$ cat src/rtl/s298_bist_driver_pkg.sv
`default_nettype none
// ---------------------------------------------------------------------------
// bist_pkg : state type, LFSR constants and step function for the s298 BIST driver. Rev 1.0
// ---------------------------------------------------------------------------
package bist_pkg;

  typedef enum logic [2:0] {
    ST_IDLE  = 3'd0,
    ST_INIT  = 3'd1,
    ST_RUN   = 3'd2,
    ST_DRAIN = 3'd3,
    ST_DONE  = 3'd4
  } bist_state_t;

  localparam logic [15:0] LFSR_POLY = 16'hB400;
  localparam logic [15:0] DEF_SEED  = 16'hACE1;

  // Right-shifting Galois step; a nonzero state never maps to zero.
  function automatic logic [15:0] galois_step(input logic [15:0] l);
    return (l >> 1) ^ (l[0] ? LFSR_POLY : 16'h0000);
  endfunction

endpackage
`default_nettype wire

$ cat src/rtl/bist_lfsr16.sv
`default_nettype none
// ---------------------------------------------------------------------------
// bist_lfsr16 : 16-bit Galois LFSR with parallel load and XOR input (MISR when din is used). Rev 1.0
// ---------------------------------------------------------------------------
module bist_lfsr16
  import bist_pkg::*;
#(
  parameter logic [15:0] RST_VAL = 16'h0000
) (
  input  logic        clk,
  input  logic        rst_n,
  input  logic        load,
  input  logic [15:0] load_val,
  input  logic        en,
  input  logic [15:0] din,
  output logic [15:0] q
);

  logic [15:0] q_q;
  logic [15:0] q_d;

  always_comb begin
    q_d = q_q;
    if (load) begin
      q_d = load_val;
    end else if (en) begin
      q_d = galois_step(q_q) ^ din;
    end
  end

  always_ff @(posedge clk or negedge rst_n) begin
    if (!rst_n) begin
      q_q <= RST_VAL;
    end else begin
      q_q <= q_d;
    end
  end

  assign q = q_q;

endmodule
`default_nettype wire

$ cat src/rtl/s298_bist_driver.sv
`default_nettype none
// ---------------------------------------------------------------------------
// s298_bist_driver : flush + pseudo-random pattern driver with MISR signature check. Rev 1.0
// ---------------------------------------------------------------------------
module s298_bist_driver
  import bist_pkg::*;
#(
  parameter int unsigned           PAT_W    = 3,
  parameter int unsigned           RSP_W    = 6,
  parameter int unsigned           CNT_W    = 8,
  parameter int unsigned           INIT_CYC = 2,
  parameter logic [PAT_W-1:0]      INIT_PAT = PAT_W'(3'b001),
  parameter int unsigned           RSP_LAT  = 1,
  parameter logic [15:0]           SEED     = DEF_SEED
) (
  input  logic             CK,
  input  logic             RN,
  input  logic             START,
  input  logic [CNT_W-1:0] NPAT,
  input  logic [15:0]      GOLDEN,
  input  logic [RSP_W-1:0] RSP,
  output logic [PAT_W-1:0] PAT,
  output logic             PAT_VALID,
  output logic             BUSY,
  output logic             DONE,
  output logic             PASS,
  output logic [15:0]      SIG
);

  bist_state_t        state_q;
  logic [CNT_W-1:0]   cnt_q;
  logic [3:0]         ph_q;
  logic [RSP_LAT-1:0] pipe_q;
  logic [RSP_LAT-1:0] pipe_d;
  logic [PAT_W-1:0]   pat_q;
  logic               pv_q;
  logic               busy_q;
  logic               done_q;
  logic               pass_q;

  logic        w_accept;
  logic        w_init_last;
  logic        w_pat_step;
  logic        w_cap;
  logic [15:0] w_rsp_ext;
  logic [15:0] w_lfsr_q;
  logic [15:0] w_misr_q;
  logic [15:0] w_sig_next;
  logic        w_unused_lfsr;

  always_comb begin
    w_accept    = START && ((state_q == ST_IDLE) || (state_q == ST_DONE));
    w_init_last = (state_q == ST_INIT) && (ph_q == 4'(INIT_CYC - 1));
    // Advance the generator whenever the next pattern is taken from it.
    w_pat_step  = w_init_last || ((state_q == ST_RUN) && (cnt_q != CNT_W'(1)));
    w_cap       = pipe_q[RSP_LAT-1];
    w_rsp_ext   = 16'(RSP);
    w_sig_next  = w_cap ? (galois_step(w_misr_q) ^ w_rsp_ext) : w_misr_q;
    pipe_d      = RSP_LAT'({pipe_q, pv_q});
  end

  assign w_unused_lfsr = ^(w_lfsr_q >> PAT_W);

  bist_lfsr16 #(.RST_VAL(SEED)) u_pat_lfsr (
    .clk      (CK),
    .rst_n    (RN),
    .load     (w_accept),
    .load_val (SEED),
    .en       (w_pat_step),
    .din      (16'h0000),
    .q        (w_lfsr_q)
  );

  bist_lfsr16 #(.RST_VAL(16'h0000)) u_misr (
    .clk      (CK),
    .rst_n    (RN),
    .load     (w_accept),
    .load_val (16'h0000),
    .en       (w_cap),
    .din      (w_rsp_ext),
    .q        (w_misr_q)
  );

  always_ff @(posedge CK or negedge RN) begin
    if (!RN) begin
      state_q <= ST_IDLE;
      cnt_q   <= '0;
      ph_q    <= 4'd0;
      pipe_q  <= '0;
      pat_q   <= '0;
      pv_q    <= 1'b0;
      busy_q  <= 1'b0;
      done_q  <= 1'b0;
      pass_q  <= 1'b0;
    end else begin
      pipe_q <= pipe_d;
      case (state_q)
        ST_IDLE, ST_DONE: begin
          if (START) begin
            if (NPAT == '0) begin
              state_q <= ST_DONE;
              done_q  <= 1'b1;
              pass_q  <= (GOLDEN == 16'h0000);
            end else begin
              state_q <= ST_INIT;
              ph_q    <= 4'd0;
              cnt_q   <= NPAT;
              busy_q  <= 1'b1;
              done_q  <= 1'b0;
              pass_q  <= 1'b0;
              pat_q   <= INIT_PAT;
            end
          end
        end
        ST_INIT: begin
          if (w_init_last) begin
            state_q <= ST_RUN;
            pat_q   <= w_lfsr_q[PAT_W-1:0];
            pv_q    <= 1'b1;
          end else begin
            ph_q <= ph_q + 4'd1;
          end
        end
        ST_RUN: begin
          cnt_q <= cnt_q - CNT_W'(1);
          if (cnt_q == CNT_W'(1)) begin
            state_q <= ST_DRAIN;
            pv_q    <= 1'b0;
            ph_q    <= 4'd0;
          end else begin
            pat_q <= w_lfsr_q[PAT_W-1:0];
          end
        end
        ST_DRAIN: begin
          // The final capture lands on this same edge, so compare its result.
          if (ph_q == 4'(RSP_LAT - 1)) begin
            state_q <= ST_DONE;
            busy_q  <= 1'b0;
            done_q  <= 1'b1;
            pass_q  <= (w_sig_next == GOLDEN);
          end else begin
            ph_q <= ph_q + 4'd1;
          end
        end
        default: begin
          state_q <= ST_IDLE;
        end
      endcase
    end
  end

  assign PAT       = pat_q;
  assign PAT_VALID = pv_q;
  assign BUSY      = busy_q;
  assign DONE      = done_q;
  assign PASS      = pass_q;
  assign SIG       = w_misr_q;

endmodule
`default_nettype wire

$ cat config.mk
export PLATFORM = sky130hd
export DESIGN_NAME = s298_bist_driver
export DESIGN_NICKNAME = d
export VERILOG_FILES = /design/src/rtl/s298_bist_driver_pkg.sv /design/src/rtl/bist_lfsr16.sv /design/src/rtl/s298_bist_driver.sv
export SDC_FILE = /design/constraint.sdc
export NUM_CORES = 1
export LEC_CHECK = 0
export BUFFER_PORTS_ARGS = -buffer_cell sky130_fd_sc_hd__buf_2
export CAP_MARGIN = 20
export CELL_PAD_IN_SITES_DETAIL_PLACEMENT = 0
export CELL_PAD_IN_SITES_GLOBAL_PLACEMENT = 1
export CORE_ASPECT_RATIO = 1.75
export CORE_UTILIZATION = 40
export CTS_BUF_LIST = sky130_fd_sc_hd__clkbuf_8 sky130_fd_sc_hd__clkbuf_16
export DETAILED_ROUTE_END_ITERATION = 12
export HOLD_SLACK_MARGIN = 0.05
export PLACE_DENSITY = 0.87
export SLEW_MARGIN = 20
export SYNTH_ARGS = -nofsm -noshare
export SYNTH_HDL_FRONTEND = slang
export SYNTH_HIERARCHICAL = 1
export SYNTH_SLANG_ARGS = --single-unit
$ cat constraint.sdc
create_clock -name CK -period 2.05 [get_ports CK]
set_input_delay 0.41 -clock CK [delete_from_list [all_inputs] [get_ports CK]]
set_output_delay 0.41 -clock CK [all_outputs]
set_load 0.03 [all_outputs]
Word-level counts from Yosys, hierarchy flattened
Cells that the tools add are included.
- output and inout bits: 23
- input port bits: 33
- logic and storage cells: 96
- flip-flop bits (word level): 55
- add/subtract/negate cells: 2
- bitwise operators: 3
- reductions and logical operators: 23
- equal/unequal tests: 16
- muxes and demuxes: 41
- operator list (kind ; count):
    2-to-1 mux 16 bit ; 6
    XOR 15 x 16 -> 16 bit ; 2
    2-to-1 mux 3 bit ; 9
    2-to-1 mux 4 bit ; 5
    equality test 16 bit ; 1
    zero test 16 bit ; 1
    2-to-1 mux 8 bit ; 2
    case mux 4 bit (4 select lines) ; 1
    case mux 8 bit (2 select lines) ; 1
    XOR 16 x 6 -> 16 bit ; 1
    inequality test 2 bit, second input constant ; 7
    case mux 3 bit (4 select lines) ; 1
    2-to-1 mux 1 bit ; 11
    case mux 3 bit (3 select lines) ; 1
    AND reduction 3 bit ; 3
    equality test 8 x 1 -> 1 bit, second input constant ; 1
    zero test 8 bit ; 1
    inequality test 8 x 1 -> 1 bit, second input constant ; 1
    case mux 1 bit (2 select lines) ; 4
    AND reduction 4 bit ; 2
    nonzero test 2 bit ; 4
    subtractor 8 x 1 -> 8 bit, second input constant ; 1
    equality test 3 x 2 -> 1 bit, second input constant ; 2
    AND reduction 6 bit ; 1
    13 further kinds ; 16

Depth between registers and ports, before layout
- word-level depth: 7
- depth in mapped cells: 9
- depth with buffers taken out: 8

By module
Netlist, hierarchy kept.
- by module, submodules not included (module ; sequential area each (um^2) ; cells each ; times used ; area each (um^2)):
    s298_bist_driver ; 575.6 ; 209 ; 1 ; 1889.3
    bist_lfsr16 at u_pat_lfsr ; 410.4 ; 93 ; 1 ; 940.9
    bist_lfsr16 at u_misr ; 400.4 ; 93 ; 1 ; 930.9

Least setup slack after synthesis
Ideal clock, no wire load.
- path kind: register to register
- from: register cnt_q[0]
- to: register u_pat_lfsr.q_q[14], in the netlist u_pat_lfsr/q[14]
- stages on the path, launching flop included: 8
- buffers on the path: 1
- clock period less this slack: 1.908 ns
- library setup time: 0.123 ns
- data required time: 1.927 ns
- arrival time: 1.785 ns
- slack: 0.142 ns
- cell sequence: dfrtp_1 > ha_1 > nor3b_1 > a211o_2 > a21oi_4 > buf_6 > mux2i_1 > o21ai_1
- cells in the longest elaborated chain, start to end: 4
- ends and longest elaborated chain (what ; line ; RTL):
    start, declared ; s298_bist_driver.sv:31 ; logic [CNT_W-1:0] cnt_q;
    start signal, assigned ; s298_bist_driver.sv:125 ; cnt_q <= cnt_q - CNT_W'(1);
    inequality test 8 x 1 -> 1 bit ; s298_bist_driver.sv:55 ; w_pat_step = w_init_last || ((state_q == ST_RUN) && (cnt_q != CNT_W'(1)));
    logical AND 1 bit ; s298_bist_driver.sv:55 ;
    logical OR 1 bit ; s298_bist_driver.sv:55 ;
    via w_pat_step ; s298_bist_driver.sv:43 ; logic w_pat_step;
    nonzero test 2 bit (no line) ; - ;
    end signal, assigned ; bist_lfsr16.sv:35 ; q_q <= q_d;
    end, declared ; bist_lfsr16.sv:19 ; logic [15:0] q_q;
The timed path passes the listed nets, and every way through them passes these cells.
A chain may end at the register's enable or synchronous reset.

Final worst setup path
- from: register cnt_q[1]
- to: register u_pat_lfsr.q_q[3], in the netlist u_pat_lfsr/q[3]
Same word-level chain as after synthesis.

==> summary.md <==
The flow ran to the end, and the final reports show no timing, DRC or antenna violations. The tree is rooted in a clkbuf_16. The number of buffers between clock root and the deepest sink is 2.

The area growth from synthesis to layout is 24.68%. 56 I/O pins were placed. The cell type with the highest aggregate area in the netlist was dfrtp_1.

Once placement finished, the instance area stood at 4471 sq um. In the routed design, unresolved DRC markers number 0. Among all cell types in the netlist, the one instantiated most often is dfrtp_1. After filler insertion, the fill cell instance count of the layout stands at 888. The count of TritonRoute iterations in the first routing pass is 4. The tools report the met1 global-route usage as 19.37%. The worst path uses 95.77% of the clock period.

The top cell type by area accounts for 31.27% of the synthesized area. Across the run, the number of max-cap violations was 0. The number of standard cells after synthesis is 395. The endpoint identified for the worst register-to-register timing path is u_pat_lfsr/q[3].

Of the synthesized area, sequential elements account for 36.86%. The cell depth of the worst flop-to-flop path works out to 8. The prevailing post-synth register cell was dfrtp_1.

Once layout is done, the placed cells without fillers occupy 4690 sq um. The number of pins with negative max-slew slack in the final report was 0. Combinational logic burns 55.8% of the power. The area inside the core boundary was 9094 sq um. The launching element type of the critical path is a register.

For the share of total power in sequential cells, the log shows 32.6%. During synthesis, Yosys emitted a total of 6 warnings. Excluding fillers, the count of instances in the completed layout stands at 640. For the overall track demand over capacity in global routing, the log shows 18.53%. Counting every sink on the clock net gives 55. For this configuration, the core starts out at a cell density of 41.36%. Summed over all failing endpoints, the final setup total negative slack is 0 ns. The level count of the clock H-tree is 2, and the count of flip-flops with a built-in enable after synthesis is 0. The routed design could run at a clock period as short as 1.963 ns. Number of setup violations in the final report: 0. After global routing the overflow that remains totals 0.

For the number of hold-slack violations in the final timing report, the log shows 0. In the post-synthesis netlist, the biggest area contributors are dfrtp_1 (31%), xor2_1 (9.5%), mux2i_1 (9.3%). By count the netlist is led by dfrtp_1 (47), nand2_1 (44), xor2_1 (41).

The vertical die dimension is 130.3 um. The launch instance of the worst register-to-register path is cnt_q[1]. The post-synthesis sequential element count was 55; the proportion of synthesized flip-flops having asynchronous set or reset was 100.0%. The first global-routing pass estimated 13.72 mm of wire.

Clock transition at the register clock pins on the worst setup and hold paths after CTS: 0.07 ns. The endpoint kind of the worst setup timing path was a register. Of all nets on the critical path, the largest fanout is 10. The die extent in x was 75.30 um; the ratio of cells with drive above 1 in the final layout was 22.12%.

Summing all flip-flop and latch instances after layout gives 1389 sq um. The average routed wire per standard cell is 14.20 um, and the synthesized area per cell is 9.522 sq um. The internal portion of the total power is 3.887 mW. In this run the tool buffered the top-level ports with 55 buffer cells. Setup repair after global routing left no endpoint under its margin. Across all layers, the routed design uses 3,194 vias. The number of DRC markers after the initial detailed-route iteration came out at 119.

For the worst setup path, the data required time is 2.23 ns. The tools report the placed wire-length estimate after detailed placement as 6.578 mm. For the worst-skew pair, the clock arrives at the later sink with an insertion delay of 0.30 ns.

The number of buffers added by the clock tree synthesis step was 5; the ratio of routed vias to standard cells was 4.991. In this run the most used layer during global routing was met2. The tools report the site row count as 46. 0 antenna diodes ended up in the layout. The die covers 9810 sq um.

The via count of the first global-routing pass is 3,103, and the worst IR drop on VDD is 0.7619 mV. The synthesized netlist occupies a cell area of 3761 sq um. The class of the most critical hold timing path was input port to asynchronous set/reset pin. In the final layout, the multi-input gates occupy 2426 sq um.

Hold is met by 0.09697 ns. The run gives 2.14 ns as the data arrival at the endpoint of the critical path. In this run, distinct cell masters in the synthesized netlist total 52.

For the number of cells after detailed placement, the log shows 630. The maximum clock frequency was 509.4 MHz; the ratio of total power to cell area was 1504 nW/um^2. For this design the total switching power over the nets is 3.167 mW. In the global route stage, met2 resource usage came out at 33.93%. The number of hold buffers added after CTS was 0. The share of total power dissipated in the clock network is 11.6%.

The switching power share of the total was 44.90%; the total wire length was 9.091 mm. TritonCTS built the clock tree. Remaining antenna violation count: 0.

Entering global routing, the biggest net connects 56 pins. The worst clock skew on the final layout was 0.006321 ns. For this design the static power due to leakage is 2.162 nW.

For the initial antenna violation count, the log shows 0. Across all register-to-register paths, the minimum setup slack is 0.09 ns. Final-stage net count: 558.

The global placement routability congestion is 0.8472, and the routing usage on met3 is 2.857%. Category of the critical setup timing path: register to register.
## sequential cells by signal, summed over array words and instances, names as in the netlist, 3 cells and up
signal / count
PAT: 3
u_pat_lfsr/q: 16
cnt_q: 8
ph_q: 4
state_q: 3
u_misr/q: 16
## critical path, cell delays in order (launching register included)
cell,delay (ns)
dfrtp_1,0.37
inv_2,0.05
ha_1,0.16
nor3b_2,0.16
a211o_2,0.31
a21oi_4,0.30
clkbuf_16,0.24
mux2i_1,0.18
o21ai_1,0.07
## how the worst max path moves through the flow
stage                        start                to  slack [ns]
after floorplan           cnt_q[0]  u_pat_lfsr/q[14]        0.14
after global placement    cnt_q[1]  u_pat_lfsr/q[12]        0.12
after detailed placement  cnt_q[1]  u_pat_lfsr/q[14]        0.08
after CTS                 cnt_q[1]  u_pat_lfsr/q[14]        0.05
after global routing       ph_q[0]              PASS        0.02
final                     cnt_q[1]   u_pat_lfsr/q[3]        0.09
## power by group through the flow
stage	Sequential, mW	Combinational (mW)	Clock, mW
5_1_grt	2.38	4.32	0.886
3_3_place_gp	2.29	3.64	0
3_5_place_dp	2.30	3.76	0
2_1_floorplan	2.54	2.46	0
6_report	2.30	3.94	0.817
4_1_cts	2.29	3.78	0.851
## cells by family (layout without fill, tap and decap cells)
family | after synthesis | count (layout) | synth area share [%]
mux | 36 | 36 | 9.614
compound gates | 82 | 82 | 14.17
buf+inv | 32 | 101 | 4.924
fa+ha+maj | 5 | 5 | 1.663
other cells | 2 | 58 | 0.1997
simple gates | 116 | 116 | 16.97
xor+xnor | 67 | 67 | 15.60
flops | 55 | 55 | 36.86
## per-layer routing
layer	routed length (um)	share of wire, %
met1	3635	40
met2	4785	53
met3	312	3.4
met4	358	3.9
met5	0	0
## what timing repair did
item | 4_1_cts | 5_1_grt
resized for setup | 0 | 10
setup buffers | 0 | 1
endpoints found under the setup margin | 0 | 10
## stage by stage
| step | worst slack (ns) | power, mW | utilization [%] |
|---|---|---|---|
| 2_1_floorplan | 0.1417 | 4.999 | - |
| 3_3_place_gp | 0.1243 | 5.922 | 49.16 |
| 3_5_place_dp | 0.07853 | 6.057 | 49.16 |
| 4_1_cts | 0.05260 | 6.919 | 50.62 |
| 5_1_grt | 0.02125 | 7.588 | 51.57 |
| 6_report | 0.08673 | 7.054 | 51.57 |
## cell type report
type,count,area share [%]
Tap cell,120,3.202
Sequential cell,55,29.62
Inverter,13,1.041
Multi-Input combinational cell,364,51.73
Clock inverter,2,0.1601
Timing Repair Buffer,81,11.58
Clock buffer,5,2.668
## placed cells by master, fill, tap and decap left out, types with 3 or more instances in the layout
master and n:
nor2_1 12, nand4_1 3, a21oi_1 20, mux2i_1 35
inv_1 12, nand2_1 43, clkbuf_16 7, buf_2 55
xor2_1 41, nor3_1 5, nand3_1 11, nor3b_1 6
buf_12 3, dfstp_2 8, nand3b_1 7, dfrtp_1 45
nand2b_1 4, a31oi_1 5, o211ai_1 10, buf_4 21
nor4_1 8, xnor2_1 26, inv_2 3, conb_1 58
ha_1 4, o21ai_1 27, or3_1 3
No activity file was read; power rests on OpenSTA's default activity.
